**src/rtl/lift_pkg.sv**
```systemverilog
// Shared types and sizing for the single-cabin elevator controller.
// Floors are numbered 0..NUM_FLOORS-1 and encoded in FLOOR_W bits.
package lift_pkg;

  localparam int NUM_FLOORS = 8;
  localparam int FLOOR_W    = 3;

  typedef enum logic [2:0] {
    ST_IDLE,
    ST_MOVE_UP,
    ST_MOVE_DOWN,
    ST_DOOR_OPEN,
    ST_EMERGENCY
  } state_t;

  typedef enum logic {
    DIR_UP,
    DIR_DOWN
  } dir_t;

endpackage

```
**src/rtl/lift_req_encoder.sv**
```systemverilog
// Combinational priority encoders: highest and lowest pending floor.
// Both outputs read 0 when no request is pending.
module lift_req_encoder
  import lift_pkg::*;
(
  input  logic [NUM_FLOORS-1:0] i_requests,
  output logic [FLOOR_W-1:0]    o_max,
  output logic [FLOOR_W-1:0]    o_min
);

  always_comb begin
    o_max = '0;
    o_min = '0;
    for (int i = 0; i < NUM_FLOORS; i++) begin
      if (i_requests[i]) o_max = FLOOR_W'(i);
    end
    for (int i = NUM_FLOORS - 1; i >= 0; i--) begin
      if (i_requests[i]) o_min = FLOOR_W'(i);
    end
  end

endmodule

```
**src/rtl/lift8.sv**
```systemverilog
// SCAN elevator controller for one cabin over 8 floors: latches requests,
// moves one floor per clock, holds the door for DOOR_CYCLES, supports e-stop.
module lift8
  import lift_pkg::*;
#(
  parameter int DOOR_CYCLES = 2
) (
  input  logic                  clk,
  input  logic                  reset,
  input  logic [FLOOR_W-1:0]    req_floor,
  input  logic                  emergency_stop,
  output logic                  idle,
  output logic                  door,
  output logic                  Up,
  output logic                  Down,
  output logic [FLOOR_W-1:0]    current_floor,
  output logic [FLOOR_W-1:0]    max_request,
  output logic [FLOOR_W-1:0]    min_request,
  output logic [NUM_FLOORS-1:0] requests
);

  localparam int          TW        = (DOOR_CYCLES < 2) ? 1 : $clog2(DOOR_CYCLES + 1);
  localparam logic [TW-1:0] DOOR_LOAD = TW'(DOOR_CYCLES);

  state_t                r_state;
  state_t                w_state_nxt;
  dir_t                  r_dir;
  dir_t                  w_dir_nxt;
  logic [FLOOR_W-1:0]    r_floor;
  logic [FLOOR_W-1:0]    w_floor_nxt;
  logic [FLOOR_W-1:0]    r_req_prev;
  logic                  r_first;
  logic [NUM_FLOORS-1:0] r_req;
  logic [NUM_FLOORS-1:0] w_set;
  logic [NUM_FLOORS-1:0] w_clr;
  logic [TW-1:0]         r_timer;
  logic [TW-1:0]         w_timer_nxt;
  logic [FLOOR_W-1:0]    w_max;
  logic [FLOOR_W-1:0]    w_min;
  logic [FLOOR_W-1:0]    w_up_floor;
  logic [FLOOR_W-1:0]    w_dn_floor;
  logic                  w_above;
  logic                  w_below;
  logic                  w_new;

  lift_req_encoder u_enc (
    .i_requests (r_req),
    .o_max      (w_max),
    .o_min      (w_min)
  );

  assign w_up_floor = r_floor + FLOOR_W'(1);
  assign w_dn_floor = r_floor - FLOOR_W'(1);
  assign w_above    = (r_req != '0) && (w_max > r_floor);
  assign w_below    = (r_req != '0) && (w_min < r_floor);

  // A request only counts when the input changes, so a held value latches once.
  assign w_new = r_first || (req_floor != r_req_prev);

  always_comb begin
    w_set = '0;
    if (w_new && !(r_state == ST_DOOR_OPEN && req_floor == r_floor)) begin
      w_set[req_floor] = 1'b1;
    end
  end

  always_comb begin
    w_state_nxt = r_state;
    w_dir_nxt   = r_dir;
    w_floor_nxt = r_floor;
    w_timer_nxt = r_timer;
    w_clr       = '0;
    if (emergency_stop) begin
      w_state_nxt = ST_EMERGENCY;
    end else begin
      case (r_state)
        ST_IDLE: begin
          if (r_req[r_floor]) begin
            w_state_nxt     = ST_DOOR_OPEN;
            w_clr[r_floor]  = 1'b1;
            w_timer_nxt     = DOOR_LOAD;
          end else if (w_above && w_below) begin
            w_state_nxt = (r_dir == DIR_UP) ? ST_MOVE_UP : ST_MOVE_DOWN;
          end else if (w_above) begin
            w_state_nxt = ST_MOVE_UP;
            w_dir_nxt   = DIR_UP;
          end else if (w_below) begin
            w_state_nxt = ST_MOVE_DOWN;
            w_dir_nxt   = DIR_DOWN;
          end
        end
        ST_MOVE_UP: begin
          // Top floor guard keeps the floor counter from wrapping.
          if (r_floor == FLOOR_W'(NUM_FLOORS - 1)) begin
            w_state_nxt = ST_IDLE;
          end else begin
            w_floor_nxt = w_up_floor;
            if (r_req[w_up_floor]) begin
              w_state_nxt       = ST_DOOR_OPEN;
              w_clr[w_up_floor] = 1'b1;
              w_timer_nxt       = DOOR_LOAD;
            end
          end
        end
        ST_MOVE_DOWN: begin
          if (r_floor == '0) begin
            w_state_nxt = ST_IDLE;
          end else begin
            w_floor_nxt = w_dn_floor;
            if (r_req[w_dn_floor]) begin
              w_state_nxt       = ST_DOOR_OPEN;
              w_clr[w_dn_floor] = 1'b1;
              w_timer_nxt       = DOOR_LOAD;
            end
          end
        end
        ST_DOOR_OPEN: begin
          if (r_timer <= TW'(1)) begin
            w_state_nxt = ST_IDLE;
            w_timer_nxt = '0;
          end else begin
            w_timer_nxt = r_timer - TW'(1);
          end
        end
        ST_EMERGENCY: begin
          w_state_nxt = ST_IDLE;
          w_timer_nxt = '0;
        end
        default: begin
          w_state_nxt = ST_IDLE;
        end
      endcase
    end
  end

  always_ff @(posedge clk or negedge reset) begin
    if (!reset) begin
      r_state    <= ST_IDLE;
      r_dir      <= DIR_UP;
      r_floor    <= '0;
      r_req      <= '0;
      r_timer    <= '0;
      r_req_prev <= '0;
      r_first    <= 1'b1;
    end else begin
      r_state    <= w_state_nxt;
      r_dir      <= w_dir_nxt;
      r_floor    <= w_floor_nxt;
      r_req      <= (r_req | w_set) & ~w_clr;
      r_timer    <= w_timer_nxt;
      r_req_prev <= req_floor;
      r_first    <= 1'b0;
    end
  end

  assign idle          = (r_state == ST_IDLE);
  assign door          = (r_state == ST_DOOR_OPEN);
  assign Up            = (r_state == ST_MOVE_UP);
  assign Down          = (r_state == ST_MOVE_DOWN);
  assign current_floor = r_floor;
  assign requests      = r_req;
  assign max_request   = w_max;
  assign min_request   = w_min;

endmodule

```
**config.mk**
```make
export PLATFORM = sky130hd
export DESIGN_NAME = lift8
export DESIGN_NICKNAME = d
export VERILOG_FILES = /design/src/rtl/lift_pkg.sv /design/src/rtl/lift_req_encoder.sv /design/src/rtl/lift8.sv
export SDC_FILE = /design/constraint.sdc
export NUM_CORES = 1
export LEC_CHECK = 0
export CORE_AREA = 2 2 65 67
export CTS_CLUSTER_DIAMETER = 120
export DETAILED_ROUTE_END_ITERATION = 12
export DIE_AREA = 0 0 67 69
export PLACE_DENSITY = 0.75
export SYNTH_ARGS = -nofsm -noshare
export SYNTH_HDL_FRONTEND = slang
export SYNTH_SLANG_ARGS = --single-unit
```
**constraint.sdc**
```tcl
create_clock -name clk -period 2.2 [get_ports clk]
set_input_delay 0.33 -clock clk [delete_from_list [all_inputs] [get_ports clk]]
set_output_delay 0.33 -clock clk [all_outputs]
set_load 0.1 [all_outputs]
```
==> results.py, run 1 <==
metrics = {
    "run_status": {
        "violations": "negative setup slack",
        "status": "complete, but fails checks",
    },
    "timing": {
        "grt_setup_unrepaired": "true",
        "period_needed_ns": 2.44,
        "fmax_ghz": 0.409,
        "post-route-period-util": 1.11,
        "hold_viol_final": 0,
        "holdWs_ns": 0.409,
        "setup_viol": 2,
        "clock_skew_ns": 0.00916,
        "final.setup.worst_slack_ns": -0.244,
        "slew_violations": 0,
    },
    "detailed_routing": {
        "via_count": 1872,
        "routedWlPerCell_um": 16.2,
        "ant_nets": 0,
        "routed_wl_um": 5260,
        "first_pass_iters": 4,
        "viasPerCell": 5.78,
        "drc": 0,
        "drtIter0Drc": 61,
    },
    "global_routing": {
        "gr-usage-all-layers": 0.243,
        "antenna_found_initial": 0,
        "grt_overflow_total": 0,
        "grt_max_degree": 22,
        "grt_pass1_wl_um": 8800,
        "grt_pass1_vias": 1859,
    },
    "cts": {
        "ctsHtreeMaxLevel": 1,
        "cts-buffers-inserted": 3,
        "clock-sinks": 21,
        "clockBufferDepth": 2,
        "path_clk_slew_ns": 0.09,
        "worstSkewPairLatency_ns": 0.27,
        "cts_root_buf": "clkbuf_8",
        "cts_tree": "done",
        "hold_buffers": 0,
    },
    "place": {
        "port_buffers": 26,
        "dp_hpwl_um": 4030,
        "routabilityCongestion": 0.843,
    },
    "final_layout": {
        "final_net_count": 290,
        "diodes": 0,
        "post-route-util": 0.713,
        "drive_gt1_frac": 0.478,
        "syn2layout_area_growth_pct": 47.6,
        "n_fill_cell": 307,
    },
    "setup_path": {
        "regToRegSetupSlack_ns": -0.24,
        "critPathKind": "reg2reg",
        "worstPathArrival_ns": 2.64,
        "worstPathMaxFanout": 2,
        "crit_path_start_kind": "flop",
        "critPathRequiredTime_ns": 2.39,
        "end_kind": "flop",
    },
    "synth": {
        "synthFlopType": "dfrtp_1",
        "synth-seq-cells": 21,
        "ys_types": 60,
        "yosys_warnings": 0,
        "synth_edf_count": 0,
        "postSynthCellCount": 217,
        "syn_nets": 232,
        "syn_area_um2": 1890,
        "async_reset_ff_frac": 1.00,
        "synth_area_per_cell_um2": 8.71,
        "ys_seq_area_frac": 0.279,
    },
    "floorplan": {
        "core.rowCount": 23,
        "design.die.area_um2": 4620,
        "core_um2": 3910,
        "chipWidth_um": 67,
        "ios": 27,
        "initial_utilization": 0.483,
        "die_h_um": 69,
    },
    "run": {
        "maxCapViolations": 0,
    },
    "power_and_ir_drop": {
        "power_density_nw_per_um2": 1550,
        "peakVddDrop_mv": 1.51,
        "power.total_mw": 4.32,
        "leakage_nw": 1.15,
    },
    "hold_path": {
        "hold_path_class": "in2async",
    },
}
per-layer routing:
metal,GRT usage,wire length (µm)
met3,0.0245,211
met4,0.0726,112
met1,0.332,2240
met5,0,0
met2,0.400,2700
power by group:
group	internal, mW	switching [mW]
Clock	0.126	0.135
Sequential	0.549	0.151
Combinational	1.25	2.11
cell type report:
class	instances	area [µm²]	share of cell area
Multi-Input combinational cell	165	1390	0.499
Clock buffer	3	41.3	0.0148
Sequential cell	21	561	0.201
Timing Repair Buffer	71	674	0.242
Tap cell	50	62.6	0.0224
Inverter	13	55.1	0.0197
Clock inverter	1	5.00	0.00179
synthesized netlist by cell type, types with 3 or more instances:
| cell | number | area share |
|---|---|---|
| ha_1 | 9 | 0.060 |
| buf_2 | 8 | 0.021 |
| nand4_1 | 4 | 0.013 |
| buf_4 | 3 | 0.012 |
| mux2_2 | 9 | 0.054 |
| o21ai_0 | 3 | 0.0079 |
| clkbuf_1 | 4 | 0.0079 |
| nor3_1 | 7 | 0.019 |
| or2_2 | 3 | 0.0099 |
| mux2i_1 | 11 | 0.058 |
| or3_1 | 5 | 0.017 |
| inv_1 | 12 | 0.024 |
| xor2_1 | 5 | 0.023 |
| nor2b_1 | 5 | 0.017 |
| nand3_1 | 4 | 0.011 |
| nor2_1 | 21 | 0.042 |
| a221oi_1 | 3 | 0.014 |
| a31oi_1 | 4 | 0.013 |
| nand2_1 | 5 | 0.0099 |
| dfrtp_1 | 20 | 0.26 |
| o211ai_1 | 3 | 0.012 |
| a21oi_1 | 24 | 0.064 |
metrics by stage:
stage / setup TNS, ns / worst slack (ns) / instances / instance area, µm²
floorplan: -4.98 / -1.15 / 217 / 2090
global placement: -0.463 / -0.237 / 318 / 2660
detailed placement: -0.663 / -0.299 / 318 / 2660
CTS: -0.457 / -0.238 / 324 / 2770
global route: -0.906 / -0.330 / 324 / 2790
finish: -0.443 / -0.244 / 324 / 2790
registers in the layout (all words and copies together), names as in the netlist:
name           cells
current_floor      3
r_timer            2
r_state            3
r_req_prev         3
r_dir              1
r_first            1
requests           8
what timing repair did:
action                     in CTS  in global routing
setup endpoints to repair       4                 13
pin swaps                       4                  1
resized for setup               6                  6
setup buffers                   2                  0
cell usage in the layout, fill, tap and decap left out, types with 6 or more instances in the layout:
cell     netlist  layout
a21oi_1       24      20
buf_12         0      10
buf_4          3      55
dfrtp_1       20       9
dfrtp_4        0       8
ha_1           9       6
inv_1         12      10
mux2i_1       11      11
nor2_1        21      17
nor3_1         7       7
worst max-delay path, cell delays in order, from the launching register on:
cell      delay (ns)
dfrtp_4         0.48
or4_4           0.56
a21oi_4         0.17
ha_4            0.22
o21ai_2         0.06
a41oi_2         0.06
or3_4           0.35
a211oi_2        0.28
mux2i_1         0.21
final timing paths:
| kind | from | end | depth (start not counted) |
|---|---|---|---|
| max in group asynchronous | reset | r_first | 2 |
| min reg2reg | r_timer[0] | r_timer[0] | 1 |
| max reg2reg | requests[3] | r_state[1] | 8 |
| max | requests[3] | r_state[1] | 8 |
| min in group clk | r_timer[0] | r_timer[0] | 1 |
| min | reset | requests[1] | 2 |
cells by family (layout without fill, tap and decap cells):
group	after synthesis	after routing	share of synthesized area
AND/OR/NAND/NOR	69	69	0.206
AO/OA/AOI/OAI	57	57	0.203
buffers and inverters	31	88	0.0807
multiplexers	22	22	0.138
flip-flops	21	21	0.279
adder cells (fa/ha/maj)	9	9	0.0596
XOR/XNOR	7	7	0.0324
other	1	1	0.00198
(Power assumes the default switching activity.)
==> run 2, diff against run 1 <==
--- a/config.mk
+++ b/config.mk
@@ -5,11 +5,13 @@
 export SDC_FILE = /design/constraint.sdc
 export NUM_CORES = 1
 export LEC_CHECK = 0
-export CORE_AREA = 2 2 65 67
+export CORE_AREA = 2 2 64 66
+export CTS_BUF_LIST = sky130_fd_sc_hd__clkbuf_8
 export CTS_CLUSTER_DIAMETER = 120
 export DETAILED_ROUTE_END_ITERATION = 12
-export DIE_AREA = 0 0 67 69
-export PLACE_DENSITY = 0.75
+export DIE_AREA = 0 0 66 68
+export MAX_ROUTING_LAYER = met4
+export PLACE_DENSITY = 0.77
 export SYNTH_ARGS = -nofsm -noshare
 export SYNTH_HDL_FRONTEND = slang
 export SYNTH_SLANG_ARGS = --single-unit
==> run 2 against run 1 <==
Effect of this change:
- the run still ends with negative setup slack left
- first-iteration DRC count rose by 48%
- worst hold slack improved by 0.00096 ns
- sequential power rose by 1%
- via count rose by 0.53%
- critical endpoint unchanged
- highest routed layer unchanged
==> results.py, run 2 (synthesis gave the netlist of run 1 again) <==
metrics = {
    "final_layout": {
        "multi_input_area_um2": 1390,
        "largest_reg_flops": 8,
        "drive_gt1_frac": 0.474,
        "final_common_cell": "buf_4",
        "post-route-util": 0.722,
        "ff_latch_area_um2": 561,
        "diodes": 0,
        "final_net_count": 288,
        "n_fill_cell": 283,
        "syn2layout_area_growth_pct": 47.2,
        "fin_cells": 322,
        "layout_common_cells": "buf_4, a21oi_1, nor2_1, mux2i_1",
    },
    "place": {
        "pre_cts_ws_ns": -0.277,
        "routabilityCongestion": 0.893,
        "placed_cells": 316,
        "port_buffers": 26,
        "dp_hpwl_um": 3950,
    },
    "setup_path": {
        "slowest_stage": "or4_4",
        "max_stage_delay_ns": 0.55,
        "end_kind": "flop",
        "cp_cell_sequence": "or4_4, a21oi_4, ha_1, o21ai_1, a41oi_2, or3_4, a211oi_2, mux2i_1",
        "rr_endpoint": "r_state[1]",
        "crit_buf_inv": 0,
        "worstPathMaxFanout": 2,
        "worstPathArrival_ns": 2.61,
        "regToRegSetupSlack_ns": -0.22,
        "crit_path_start_kind": "flop",
        "rr_worst_depth": 8,
        "path_depth": 8,
        "timing.rr.start": "requests[1]",
        "critPathKind": "reg2reg",
        "critPathRequiredTime_ns": 2.39,
        "critPathTopFamily": "simple AND/OR/NAND/NOR gates",
    },
    "hold_path": {
        "hold_path_class": "in2async",
    },
    "cts": {
        "ctsHtreeMaxLevel": 1,
        "cts-buffers-inserted": 3,
        "path_clk_slew_ns": 0.08,
        "cts_root_buf": "clkbuf_8",
        "hold_buffers": 0,
        "cts_tree": "done",
        "clockBufferDepth": 2,
        "clock-sinks": 21,
        "worstSkewPairLatency_ns": 0.27,
    },
    "detailed_routing": {
        "drtIter0Drc": 90,
        "via_count": 1882,
        "first_pass_iters": 4,
        "routedWlPerCell_um": 16.4,
        "viasPerCell": 5.84,
        "drc": 0,
        "routed_wl_um": 5270,
        "ant_nets": 0,
    },
    "timing": {
        "clock_skew_ns": 0.00535,
        "grt_setup_unrepaired": "true",
        "fmax_ghz": 0.413,
        "holdWs_ns": 0.410,
        "setup_viol": 2,
        "finalSetupTns_ns": -0.392,
        "post-route-period-util": 1.10,
        "slew_violations": 0,
        "period_needed_ns": 2.42,
        "final.setup.worst_slack_ns": -0.219,
        "hold_viol_final": 0,
    },
    "floorplan": {
        "die_h_um": 68,
        "ios": 27,
        "core_um2": 3860,
        "design.die.area_um2": 4490,
        "core.rowCount": 23,
        "chipWidth_um": 66,
        "initial_utilization": 0.490,
    },
    "global_routing": {
        "antenna_found_initial": 0,
        "grt_pass1_vias": 1849,
        "grt_overflow_total": 0,
        "grt_pass1_wl_um": 8650,
        "gr-usage-all-layers": 0.259,
        "grt_max_degree": 22,
    },
    "power_and_ir_drop": {
        "leakage_nw": 1.14,
        "power_density_nw_per_um2": 1570,
        "peakVddDrop_mv": 1.14,
    },
    "run_status": {
        "status": "complete, but fails checks",
        "violations": "negative setup slack",
    },
    "run": {
        "maxCapViolations": 0,
    },
}
-- run 2: worst max-delay path by stage --
stage / from / to
2_1_floorplan: requests[5] / r_state[1]
3_3_place_gp: requests[1] / r_state[1]
3_5_place_dp: requests[1] / r_state[1]
4_1_cts: requests[1] / r_state[1]
5_1_grt: requests[1] / r_state[1]
6_report: requests[1] / r_state[1]
-- run 2: report_power, final --
group / internal, mW / switching [mW] / total (mW)
registers: 0.549 / 0.162 / 0.710
clock network: 0.128 / 0.135 / 0.263
logic: 1.28 / 2.11 / 3.39
total: 1.95 / 2.41 / 4.36
-- run 2: per-stage QoR --
stage               cell area [µm²]  power, mW
floorplan                      2090       3.07
global placement               2650       3.82
detailed placement             2650       3.87
CTS                            2720       4.18
global route                   2780       4.59
finish                         2780       4.36
-- run 2: cell type report --
| cell class | instances | share of cell area |
|---|---|---|
| timing repair buffer | 69 | 0.240 |
| clock inverter | 1 | 0.00270 |
| tap | 50 | 0.0225 |
| clock buffer | 3 | 0.0148 |
| multi-input combinational | 165 | 0.499 |
| sequential | 21 | 0.201 |
| inverter | 13 | 0.0198 |
-- run 2: timing repair --
| action | in CTS | in global routing |
|---|---|---|
| endpoints found under the setup margin | 4 | 12 |
| pin swaps | 3 | 2 |
| gates resized for setup | 2 | 12 |
| setup buffers | 2 | 0 |
-- run 2: worst register-to-register path: cells and delay by family, from the launching register on --
kind	cells	cell delay, ns
AND/OR/NAND/NOR	2	0.91
AO/OA/AOI/OAI	4	0.52
flip-flops	1	0.47
adder cells (fa/ha/maj)	1	0.24
multiplexers	1	0.21
-- run 2: metal layers --
metal / GRT usage / part of all wire
met5: - / 0
met4: 0.0765 / 0.012
met3: 0.0247 / 0.051
met2: 0.460 / 0.52
met1: 0.314 / 0.42
==> run 3, diff against run 2 <==
--- a/config.mk
+++ b/config.mk
@@ -5,13 +5,13 @@
 export SDC_FILE = /design/constraint.sdc
 export NUM_CORES = 1
 export LEC_CHECK = 0
-export CORE_AREA = 2 2 64 66
+export CORE_AREA = 2 2 53 80
 export CTS_BUF_LIST = sky130_fd_sc_hd__clkbuf_8
 export CTS_CLUSTER_DIAMETER = 120
 export DETAILED_ROUTE_END_ITERATION = 12
-export DIE_AREA = 0 0 66 68
+export DIE_AREA = 0 0 55 82
 export MAX_ROUTING_LAYER = met4
-export PLACE_DENSITY = 0.77
+export PLACE_DENSITY = 0.76
 export SYNTH_ARGS = -nofsm -noshare
 export SYNTH_HDL_FRONTEND = slang
 export SYNTH_SLANG_ARGS = --single-unit
==> run 3 against run 2 <==
Effect of this change:
- the run still ends with negative setup slack left
- fmax down 3.9%
- combinational power about the same
- critical path depth unchanged
- largest cell class unchanged
- routed wire length up 1.9%
- sequential power up 3%
==> results.py, run 3 (synthesis gave the netlist of run 1 again) <==
metrics = {
    "floorplan": {
        "ios": 27,
        "chipWidth_um": 55,
        "core.rowCount": 28,
        "core_um2": 3850,
        "design.die.area_um2": 4510,
        "initial_utilization": 0.491,
        "die_h_um": 82,
    },
    "cts": {
        "path_clk_slew_ns": 0.09,
        "ctsHtreeMaxLevel": 1,
        "cts-buffers-inserted": 3,
        "cts_tree": "done",
        "cts_root_buf": "clkbuf_8",
        "worstSkewPairLatency_ns": 0.28,
        "clockBufferDepth": 2,
        "clock-sinks": 21,
    },
    "detailed_routing": {
        "routedWlPerCell_um": 16.8,
        "routed_wl_um": 5370,
        "first_pass_iters": 4,
        "drc": 0,
        "via_count": 1885,
        "drtIter0Drc": 77,
        "ant_nets": 0,
        "viasPerCell": 5.89,
    },
    "timing": {
        "slew_violations": 0,
        "period_needed_ns": 2.52,
        "holdWs_ns": 0.387,
        "setup_viol": 3,
        "slew_headroom": 0.674,
        "post-route-period-util": 1.14,
        "grt_setup_unrepaired": "true",
        "fmax_ghz": 0.397,
        "finalSetupTns_ns": -0.641,
        "final.setup.worst_slack_ns": -0.317,
        "worst_pin_slew_ns": 0.481,
        "clock_skew_ns": 0.0101,
        "hold_viol_final": 0,
    },
    "place": {
        "dp_hpwl_um": 4240,
        "routabilityCongestion": 0.905,
        "placed_cells": 314,
        "port_buffers": 26,
    },
    "global_routing": {
        "antenna_found_initial": 0,
        "grt_max_degree": 22,
        "grt_pass1_vias": 1823,
        "gr-usage-all-layers": 0.262,
        "grt_pass1_wl_um": 8300,
        "grt_overflow_total": 0,
    },
    "setup_path": {
        "critPathRequiredTime_ns": 2.39,
        "worstPathArrival_ns": 2.71,
        "worstPathMaxFanout": 2,
        "crit_path_start_kind": "flop",
        "rr_worst_depth": 8,
        "critPathKind": "reg2reg",
        "cp_cell_sequence": "or4_4, a21oi_4, ha_4, o21ai_2, a41oi_2, or3_4, a211oi_4, mux2i_1",
        "max_stage_delay_ns": 0.56,
        "regToRegSetupSlack_ns": -0.32,
        "end_kind": "flop",
        "timing.rr.start": "requests[0]",
        "slowest_stage": "or4_4",
        "rr_endpoint": "r_state[1]",
    },
    "final_layout": {
        "final_net_count": 291,
        "fin_cells": 320,
        "final_common_cell": "buf_4",
        "syn2layout_area_growth_pct": 49.0,
        "diodes": 0,
        "layout_common_cells": "buf_4, a21oi_1, nor2_1, mux2i_1",
        "largest_reg_flops": 8,
        "drive_gt1_frac": 0.484,
    },
    "run_status": {
        "violations": "negative setup slack",
        "status": "complete, but fails checks",
    },
    "power_and_ir_drop": {
        "power_density_nw_per_um2": 1570,
        "peakVddDrop_mv": 1.34,
        "leakage_nw": 1.16,
    },
    "run": {
        "maxCapViolations": 0,
    },
    "hold_path": {
        "hold_path_class": "in2async",
    },
}
==> run 3: worst max-delay path, delay by kind of cell (launching register included) <==
family                   cells  cell delay, ns
AO/OA/AOI/OAI                4            0.52
adder cells (fa/ha/maj)      1            0.22
flip-flops                   1            0.47
multiplexers                 1            0.23
AND/OR/NAND/NOR              2            0.99
==> run 3: area by class of cell <==
cell class / count / area (µm²)
repair buffers: 72 / 686
clock inverters: 1 / 7.51
clock buffers: 3 / 41.3
well taps: 45 / 56.3
flip-flops and latches: 21 / 561
multi-input cells: 165 / 1410
fillers: 286 / 1040
inverters: 13 / 55.1
==> run 3: worst max path at each step <==
stage	start	end	slack [ns]
finish	requests[0]	r_state[1]	-0.32
global route	requests[0]	r_state[1]	-0.40
CTS	requests[1]	r_state[1]	-0.34
detailed placement	requests[1]	r_state[1]	-0.36
global placement	requests[1]	r_state[1]	-0.23
floorplan	requests[5]	r_state[1]	-1.15
==> run 3: power breakdown <==
group / internal [mW] / leakage (nW) / switching [mW]
Clock: 0.129 / 0.0217 / 0.146
Sequential: 0.550 / 0.223 / 0.180
Combinational: 1.32 / 0.914 / 2.10
Total: 1.99 / 1.16 / 2.43
==> run 3: stage by stage <==
| step | utilization | instance area (µm²) | power [mW] | worst slack [ns] |
|---|---|---|---|---|
| after floorplan | - | 2090 | 3.07 | -1.15 |
| after global placement | 0.691 | 2660 | 3.88 | -0.227 |
| after detailed placement | 0.691 | 2660 | 3.93 | -0.356 |
| after CTS | 0.713 | 2750 | 4.25 | -0.342 |
| after global routing | 0.731 | 2820 | 4.63 | -0.396 |
| final | 0.731 | 2820 | 4.43 | -0.317 |
==> run 3: layer usage <==
metal | share of wire | GRT usage
met4 | 0.022 | 0.105
met5 | 0 | -
met3 | 0.029 | 0.0182
met1 | 0.40 | 0.300
met2 | 0.55 | 0.460
==> run 3: what timing repair did <==
item,in CTS,in global routing
gates resized for setup,5,10
hold buffers,0,0
buffers inserted,1,1
setup endpoints to repair,4,12
pin swaps,4,5
